$ cat config.mk
export PLATFORM = sky130hd
export DESIGN_NAME = reg_shift_pload_flat
export DESIGN_NICKNAME = d
export VERILOG_FILES = /design/src/rtl/reg_shift_pload_pkg.sv /design/src/rtl/reg_shift_pload_if.sv /design/src/rtl/reg_shift_pload_tick_edge_det.sv /design/src/rtl/reg_shift_pload.sv /design/src/flat_wrapper.sv
export SDC_FILE = /design/constraint.sdc
export NUM_CORES = 1
export LEC_CHECK = 0
export CAP_MARGIN = 40
export CELL_PAD_IN_SITES_DETAIL_PLACEMENT = 1
export CELL_PAD_IN_SITES_GLOBAL_PLACEMENT = 2
export CORE_ASPECT_RATIO = 1.1
export CORE_MARGIN = 5
export CORE_UTILIZATION = 40
export DETAILED_ROUTE_END_ITERATION = 8
export PLACE_DENSITY = 0.95
export SYNTH_ARGS = -nofsm -noshare
export SYNTH_HDL_FRONTEND = slang
export SYNTH_SLANG_ARGS = --single-unit
$ cat constraint.sdc
create_clock -name clk -period 3.65 [get_ports clk]
set_input_delay 0.73 -clock clk [delete_from_list [all_inputs] [get_ports clk]]
set_output_delay 0.73 -clock clk [all_outputs]
set_load 0.01 [all_outputs]
$ cat src/rtl/reg_shift_pload_pkg.sv
// Shared types and constants for the reg_shift_pload PISO transmitter.
// Optional LSB-first ordering is selected by REG_SHIFT_PLOAD_LSB_FIRST_EN in the top.
package reg_shift_pload_pkg;

    typedef enum logic [1:0] {
        IDLE  = 2'd0,
        SHIFT = 2'd1,
        DONE  = 2'd2,
        HOLD  = 2'd3
    } state_t;

    localparam int DEFAULT_WIDTH = 32;

    // Bits needed to count 0 .. width-1 bit periods.
    function automatic int cnt_width(input int width);
        return (width > 1) ? $clog2(width) : 1;
    endfunction

endpackage

$ cat src/rtl/reg_shift_pload_if.sv
// Controller-side bundle of the reg_shift_pload transmitter.
// Handshake: a level start_tx seen in IDLE is accepted on that clk edge and tx_busy
// rises with the first bit; tx_done pulses one clk as tx_busy falls; a start_tx still
// high after tx_done is ignored until it has been low for at least one clk.
interface reg_shift_pload_if #(
    parameter int WIDTH = reg_shift_pload_pkg::DEFAULT_WIDTH
);
    logic [WIDTH-1:0] Din;
    logic             p_load;
    logic             start_tx;
    logic             clk_tx;
    logic             tx_done;
    logic             tx_busy;
    logic             Dout;

    modport master (
        output Din, p_load, start_tx, clk_tx,
        input  tx_done, tx_busy, Dout
    );

    modport slave (
        input  Din, p_load, start_tx, clk_tx,
        output tx_done, tx_busy, Dout
    );
endinterface

$ cat src/rtl/reg_shift_pload_tick_edge_det.sv
// Rising-edge detector for the clk_tx bit-rate strobe; clk_tx is sampled, never used as a clock.
module reg_shift_pload_tick_edge_det (
    input  logic clk,
    input  logic reset,
    input  logic strobe,
    output logic tick
);
    logic strobe_q;

    always_ff @(posedge clk or negedge reset) begin
        if (!reset) begin
            strobe_q <= 1'b0;
        end else begin
            strobe_q <= strobe;
        end
    end

    assign tick = strobe & ~strobe_q;
endmodule

$ cat src/rtl/reg_shift_pload.sv
// Parallel-load, serial-transmit shift register with busy/done handshake.
// Define REG_SHIFT_PLOAD_LSB_FIRST_EN to send LSB first; default is MSB first.
module reg_shift_pload
    import reg_shift_pload_pkg::*;
#(
    parameter int WIDTH = DEFAULT_WIDTH
) (
    input  logic               clk,
    input  logic               reset,
    reg_shift_pload_if.slave   bus,
    output state_t             state
);
    localparam int              CW   = cnt_width(WIDTH);
    localparam logic [CW-1:0]   LAST = CW'(WIDTH - 1);

    logic [WIDTH-1:0] sreg;
    logic [WIDTH-1:0] rot;
    logic             rot_out;
    logic             head;
    logic [CW-1:0]    count;
    logic             tick;
    logic             busy_r;
    logic             done_r;
    logic             dout_r;

    reg_shift_pload_tick_edge_det u_tick (
        .clk    (clk),
        .reset  (reset),
        .strobe (bus.clk_tx),
        .tick   (tick)
    );

    // Circular rotation keeps the loaded word intact after a full transmission.
    always_comb begin
        rot     = '0;
        rot_out = 1'b0;
        head    = 1'b0;
`ifdef REG_SHIFT_PLOAD_LSB_FIRST_EN
        rot     = {sreg[0], sreg[WIDTH-1:1]};
        rot_out = sreg[1];
        head    = sreg[0];
`else
        rot     = {sreg[WIDTH-2:0], sreg[WIDTH-1]};
        rot_out = sreg[WIDTH-2];
        head    = sreg[WIDTH-1];
`endif
    end

    always_ff @(posedge clk or negedge reset) begin
        if (!reset) begin
            state  <= IDLE;
            sreg   <= '0;
            count  <= '0;
            busy_r <= 1'b0;
            done_r <= 1'b0;
            dout_r <= 1'b0;
        end else begin
            case (state)
                IDLE: begin
                    done_r <= 1'b0;
                    if (bus.p_load) begin
                        sreg <= bus.Din;
                    end else if (bus.start_tx) begin
                        state  <= SHIFT;
                        busy_r <= 1'b1;
                        dout_r <= head;
                        count  <= '0;
                    end
                end
                SHIFT: begin
                    if (tick) begin
                        sreg <= rot;
                        if (count == LAST) begin
                            state  <= DONE;
                            busy_r <= 1'b0;
                            done_r <= 1'b1;
                            dout_r <= 1'b0;
                        end else begin
                            dout_r <= rot_out;
                            count  <= count + 1'b1;
                        end
                    end
                end
                DONE: begin
                    done_r <= 1'b0;
                    state  <= bus.start_tx ? HOLD : IDLE;
                end
                HOLD: begin
                    if (!bus.start_tx) begin
                        state <= IDLE;
                    end
                end
                default: begin
                    state <= IDLE;
                end
            endcase
        end
    end

    assign bus.tx_busy = busy_r;
    assign bus.tx_done = done_r;
    assign bus.Dout    = dout_r;
endmodule

$ cat src/flat_wrapper.sv
// flat-port wrapper written by rule: the top's interface ports become plain ports
module reg_shift_pload_flat import reg_shift_pload_pkg::*;
#(
    parameter int WIDTH = DEFAULT_WIDTH
)
  (clk, reset, state, bus_Din, bus_p_load, bus_start_tx, bus_clk_tx, bus_tx_done, bus_tx_busy, bus_Dout);
  reg_shift_pload_if #(.WIDTH(WIDTH)) bus_i ();
  input  logic clk;
  input  logic reset;
  output state_t state;
  input wire logic [$bits(bus_i.Din)-1:0] bus_Din;
  input wire logic [$bits(bus_i.p_load)-1:0] bus_p_load;
  input wire logic [$bits(bus_i.start_tx)-1:0] bus_start_tx;
  input wire logic [$bits(bus_i.clk_tx)-1:0] bus_clk_tx;
  output wire logic [$bits(bus_i.tx_done)-1:0] bus_tx_done;
  output wire logic [$bits(bus_i.tx_busy)-1:0] bus_tx_busy;
  output wire logic [$bits(bus_i.Dout)-1:0] bus_Dout;
  assign bus_i.Din = bus_Din;
  assign bus_i.p_load = bus_p_load;
  assign bus_i.start_tx = bus_start_tx;
  assign bus_i.clk_tx = bus_clk_tx;
  assign bus_tx_done = bus_i.tx_done;
  assign bus_tx_busy = bus_i.tx_busy;
  assign bus_Dout = bus_i.Dout;
  reg_shift_pload #(.WIDTH(WIDTH)) u_core (.clk(clk), .reset(reset), .bus(bus_i), .state(state));
endmodule
==> results of run 1 <==
cell families after synthesis:
kind of cell,share of synthesized area
adders and majority gates,0.0159
muxes,0.367
buffers and inverters,0.0557
AOI/OAI and AO/OA,0.0334
DFF,0.456
and+or+nand+nor,0.0716
worst max-delay path, cell delays in order:
cell	delay, ns
clkdlybuf4s50_1	0.51
nor4bb_4	0.37
a21o_4	0.50
mux2_2	0.40
layout make-up:
cell class	count	share of cell area
Sequential cell	43	0.374
Multi-Input combinational cell	104	0.400
Clock inverter	2	0.0122
Inverter	1	0.00130
Timing Repair Buffer	42	0.151
Clock buffer	6	0.0287
Tap cell	77	0.0335
per-layer routing:
metal | share of wire | vias to the layer above | track usage
met5 | 0 | - | 0
met4 | 0.016 | 0 | 0.0463
met3 | 0.039 | 6 | 0.0310
met1 | 0.46 | 684 | 0.162
li1 | - | 642 | -
met2 | 0.49 | 29 | 0.209
Yosys cell counts (3+ instances only):
cell	number	area, µm²
buf_12	3	60.1
mux2_1	5	56.3
nand2_1	4	15.0
dfrtp_1	43	1080
mux2_2	30	338
nand2b_1	4	25.0
mux2_4	30	450
nor2_1	3	11.3
ha_1	3	37.5
buf_6	6	67.6
path summary, 6_finish.rpt:
path                               startpoint            endpoint  cells after the start
setup / recovery                   bus_clk_tx     u_core.sreg[18]                      4
hold / removal                          reset     u_core.state[0]                      1
setup reg to reg              u_core.state[0]     u_core.sreg[30]                      3
hold reg to reg            u_core.bus.tx_busy  u_core.bus.tx_busy                      1
max in group asynchronous               reset     u_core.sreg[17]                      2
min in group clk           u_core.bus.tx_busy  u_core.bus.tx_busy                      1
where the power goes:
| group | switching (mW) | internal, mW | leakage [nW] | total [mW] |
|---|---|---|---|---|
| registers | 0.137 | 0.688 | 0.530 | 0.824 |
| clock network | 0.166 | 0.222 | 0.0612 | 0.388 |
| logic | 0.301 | 0.628 | 0.710 | 0.929 |
stage by stage:
step	hold slack [ns]	std cells	util	setup WS [ns]	power, mW
2_1_floorplan	0.434	157	-	1.87	1.62
3_3_place_gp	0.467	266	0.476	1.03	1.72
3_5_place_dp	0.467	267	0.481	0.970	1.77
4_1_cts	0.394	275	0.502	1.29	2.17
5_1_grt	0.409	275	0.502	1.20	2.29
6_report	0.395	275	0.502	1.31	2.14
flip-flops by register name, summed over array words and instances, names as in the netlist:
name and count:
u_core.sreg 32, u_core.count 5, u_core.state 2, u_core.bus.Dout 1, u_core.bus.tx_busy 1, u_core.bus.tx_done 1
u_core.u_tick.strobe_q 1
==> results.tsv, run 1 <==
metric	value	unit
Pleak	1.30	nW
row count	29	
GRT Util Overall	0.127	
initial antenna violation count	0	
most used flip-flop cell after synthesis	dfrtp_1	
sequential-to-total area share from yosys stat	0.456	
Reg clk slew, reported paths	0.09	ns
fin crit share	0.642	
Placed Area	2760	µm²
CTS tree	done	
DRC Markers	0	
storage element area	1080	µm²
CP Launch Type	input port	
Post-CTS Hold Fix Bufs	0	
Syn. warnings	0	
post-CTS setup buffers	0	
Setup TNS Final	0	ns
Fin Clk Skew	0.00854	ns
most common cell after layout, fill and taps aside	dfrtp_1	
DRT Pass-1 Iters	4	
DR iter-0 viols	40	
# port buffers	41	
Sink Count	43	
Crit Path Max Fanout	32	
Power Density	744	nW/µm²
DP HPWL	3230	µm
EDFF count, synth	0	
synthesized area per cell	15.0	µm²
Max-cap violations	0	
Async S/R FF share, synth	1.00	
clk buf depth	2	
clock root buffer	clkbuf_8	
# fillers	614	
status	finished clean	
post-route ant nets	0	
P&R area growth vs syn	22.0	%
I/O pin total	42	
max_slew headroom	0.414	
core area	5730	µm²
final setup vio count	0	
mapped cell area	2360	µm²
clock latency at the later pin of the worst-skew pair	0.30	ns
fin. max-slew vios	0	
Tmin final	2.34	ns
maximum vdd drop	0.000309	V
multi-input logic area	1150	µm²
Initial Util	0.411	
Highest Clock Rate	427	MHz
share of cells above drive strength 1	0.374	
CP Data Required Time	3.83	ns
Via density	4.95	
most frequent cells in the layout	dfrtp_1 (43), clkdlybuf4s50_1 (40), mux2_2 (30), mux2_4 (30), clkbuf_8 (6)	
die height	90.5	µm
# nets final	237	
WL/cell	16.2	µm
antenna cells	0	
critical path type	input port to flip-flop	
CP arrival	2.52	ns
Crit. End Element	flip-flop	
Worst R2R Setup Slack	1.49	ns
largest net degree at the start of global routing	33	
vias	1361	
Resize count post-CTS	0	
Routability Congestion	0.736	
Hold Path Class	input port to asynchronous set/reset pin	
Total Routed Length	4460	µm
final hold vios	0	
Yosys reg bits	43	
grt ovf	0	
RSZ-0062 raised after global routing	no	
Final Cell Area	2880	µm²
die area	7530	µm²
H-tree depth	2	
Least-Margin Pin Slew	0.877	ns
CTS Buf Count	5	
post-synth cell types	29	
first-pass GRT wire length	7690	µm
Net Count, Synth	197	
Gate Count Post-Synth	157	
number of global-route vias before repair	1547	
Horiz. Die Dim	83.2	µm
Note: power is estimated with default switching activity, not from simulation.
==> run 2, diff against run 1 <==
--- a/config.mk
+++ b/config.mk
@@ -10,9 +10,9 @@
 export CELL_PAD_IN_SITES_GLOBAL_PLACEMENT = 2
 export CORE_ASPECT_RATIO = 1.1
 export CORE_MARGIN = 5
-export CORE_UTILIZATION = 40
+export CORE_UTILIZATION = 37
 export DETAILED_ROUTE_END_ITERATION = 8
-export PLACE_DENSITY = 0.95
+export PLACE_DENSITY = 0.92
 export SYNTH_ARGS = -nofsm -noshare
 export SYNTH_HDL_FRONTEND = slang
 export SYNTH_SLANG_ARGS = --single-unit
==> constraint.sdc (replaced) <==
create_clock -name clk -period 2.4 [get_ports clk]
set_input_delay 0.48 -clock clk [delete_from_list [all_inputs] [get_ports clk]]
set_output_delay 0.48 -clock clk [all_outputs]
set_load 0.01 [all_outputs]
==> run 2 against run 1 <==
Die area rose by 7.2%; combinational power up 59%; sequential power increased by 54%; clock skew shrank 0.00079 ns; clock-buffer cell count did not move; final cell count rose by 3.3%; largest cell class unchanged.
==> results.tsv, run 2 (synthesized netlist as in run 1, its figures left out) <==
metric	value	unit
number of global-route vias before repair	1624	
# nets final	243	
Hold Slack	0.0907	ns
Top delay family on crit path	buffers and inverters	
antenna cells	0	
Buf/Inv on CP	1	
Clk pwr share	0.198	
Design Power	3.43	mW
RSZ-0062 raised after global routing	no	
switching power	0.962	mW
Resize count post-CTS	0	
slowest stage delay, CP	0.62	ns
I/O pin total	42	
fin. max-slew vios	0	
number of flip-flops in the largest register	32	
CP Data Required Time	1.92	ns
P&R area growth vs syn	24.9	%
GRT Util Overall	0.133	
Gate power share	0.432	
internal power	2.46	mW
WL/cell	17.0	µm
Largest regs	u_core.sreg: 32 flops, u_core.count: 5 flops, u_core.state: 2 flops	
storage element area	1080	µm²
maximum vdd drop	0.000400	V
initial antenna violation count	0	
die height	93.7	µm
largest net degree at the start of global routing	23	
Reg clk slew, reported paths	0.09	ns
# port buffers	41	
critical path cell sequence	clkdlybuf4s50_1	
Horiz. Die Dim	86.1	µm
post-CTS setup buffers	0	
core area	6190	µm²
Via density	4.91	
max_slew headroom	0.708	
final setup vio count	0	
row count	30	
most common cell after layout, fill and taps aside	dfrtp_1	
Sink Count	43	
CP Launch Type	flip-flop	
highest-delay cell along the critical path	clkdlybuf4s50_1	
DRC Markers	0	
Top reg by flops	u_core.sreg	
DP HPWL	3590	µm
CTS Buf Count	5	
Fin Clk Skew	0.00775	ns
Worst R2R Setup Slack	0.59	ns
Power Density	1160	nW/µm²
critical path type	flip-flop to output port	
Setup TNS Final	0	ns
Hold Path Class	input port to asynchronous set/reset pin	
share of cells above drive strength 1	0.387	
DRT Pass-1 Iters	4	
Highest Clock Rate	497	MHz
Setup WS post-layout	0.390	ns
CP arrival	1.53	ns
most frequent cells in the layout	dfrtp_1 (43), clkdlybuf4s50_1 (40), mux2_2 (30), mux2_4 (30)	
Flop pwr share	0.369	
clock root buffer	clkbuf_8	
Tmin final	2.01	ns
# fillers	630	
fin crit share	0.838	
Crit. End Element	output port	
multi-input logic area	1150	µm²
Total Routed Length	4830	µm
vias	1394	
Pleak	1.33	nW
switching power share of the total	0.281	
H-tree depth	2	
die area	8070	µm²
Max-cap violations	0	
status	finished clean	
Least-Margin Pin Slew	0.433	ns
clock latency at the later pin of the worst-skew pair	0.31	ns
clk buf depth	2	
CTS tree	done	
final hold vios	0	
post-route ant nets	0	
worst slack, placed	0.121	ns
first-pass GRT wire length	8270	µm
grt ovf	0	
Post-CTS Hold Fix Bufs	0	
Crit Path Max Fanout	10	
Initial Util	0.381	
Routability Congestion	0.751	
DR iter-0 viols	57	
run 2: final timing paths:
kind,startpoint,cells past startpoint,end
hold reg to reg,u_core.bus.tx_done,1,u_core.bus.tx_done
hold / removal,reset,1,u_core.bus.Dout
min in group clk,u_core.bus.tx_done,1,u_core.bus.tx_done
setup / recovery,u_core.state[1],1,state[1]
max in group asynchronous,reset,2,u_core.u_tick.strobe_q
setup reg to reg,u_core.state[0],4,u_core.sreg[16]
run 2: metrics by stage:
stage / instance area (µm²) / cells / utilization
floorplan: 2360 / 157 / -
global placement: 2810 / 276 / 0.454
detailed placement: 2810 / 276 / 0.454
CTS: 2950 / 284 / 0.476
global route: 2950 / 284 / 0.476
finish: 2950 / 284 / 0.476
run 2: final cells by class:
cell class                 count  area share
tap                           80      0.0340
timing repair buffer          48       0.164
multi-input combinational    104       0.390
clock inverter                 2      0.0204
inverter                       1     0.00127
clock buffer                   6      0.0246
sequential                    43       0.365
run 2: layer usage:
metal | up-vias | GRT usage | routed length [µm]
met5 | - | 0 | 0
met4 | 0 | 0.0515 | 94
met3 | 9 | 0.0421 | 293
met2 | 36 | 0.198 | 2230
met1 | 695 | 0.180 | 2220
li1 | 654 | - | -
run 2: power by group through the flow:
stage	sequential (mW)	clock [mW]	combinational [mW]
floorplan	1.20	0	1.27
global placement	1.26	0	1.44
detailed placement	1.27	0	1.51
CTS	1.27	0.691	1.51
global route	1.31	0.732	1.61
finish	1.27	0.680	1.48
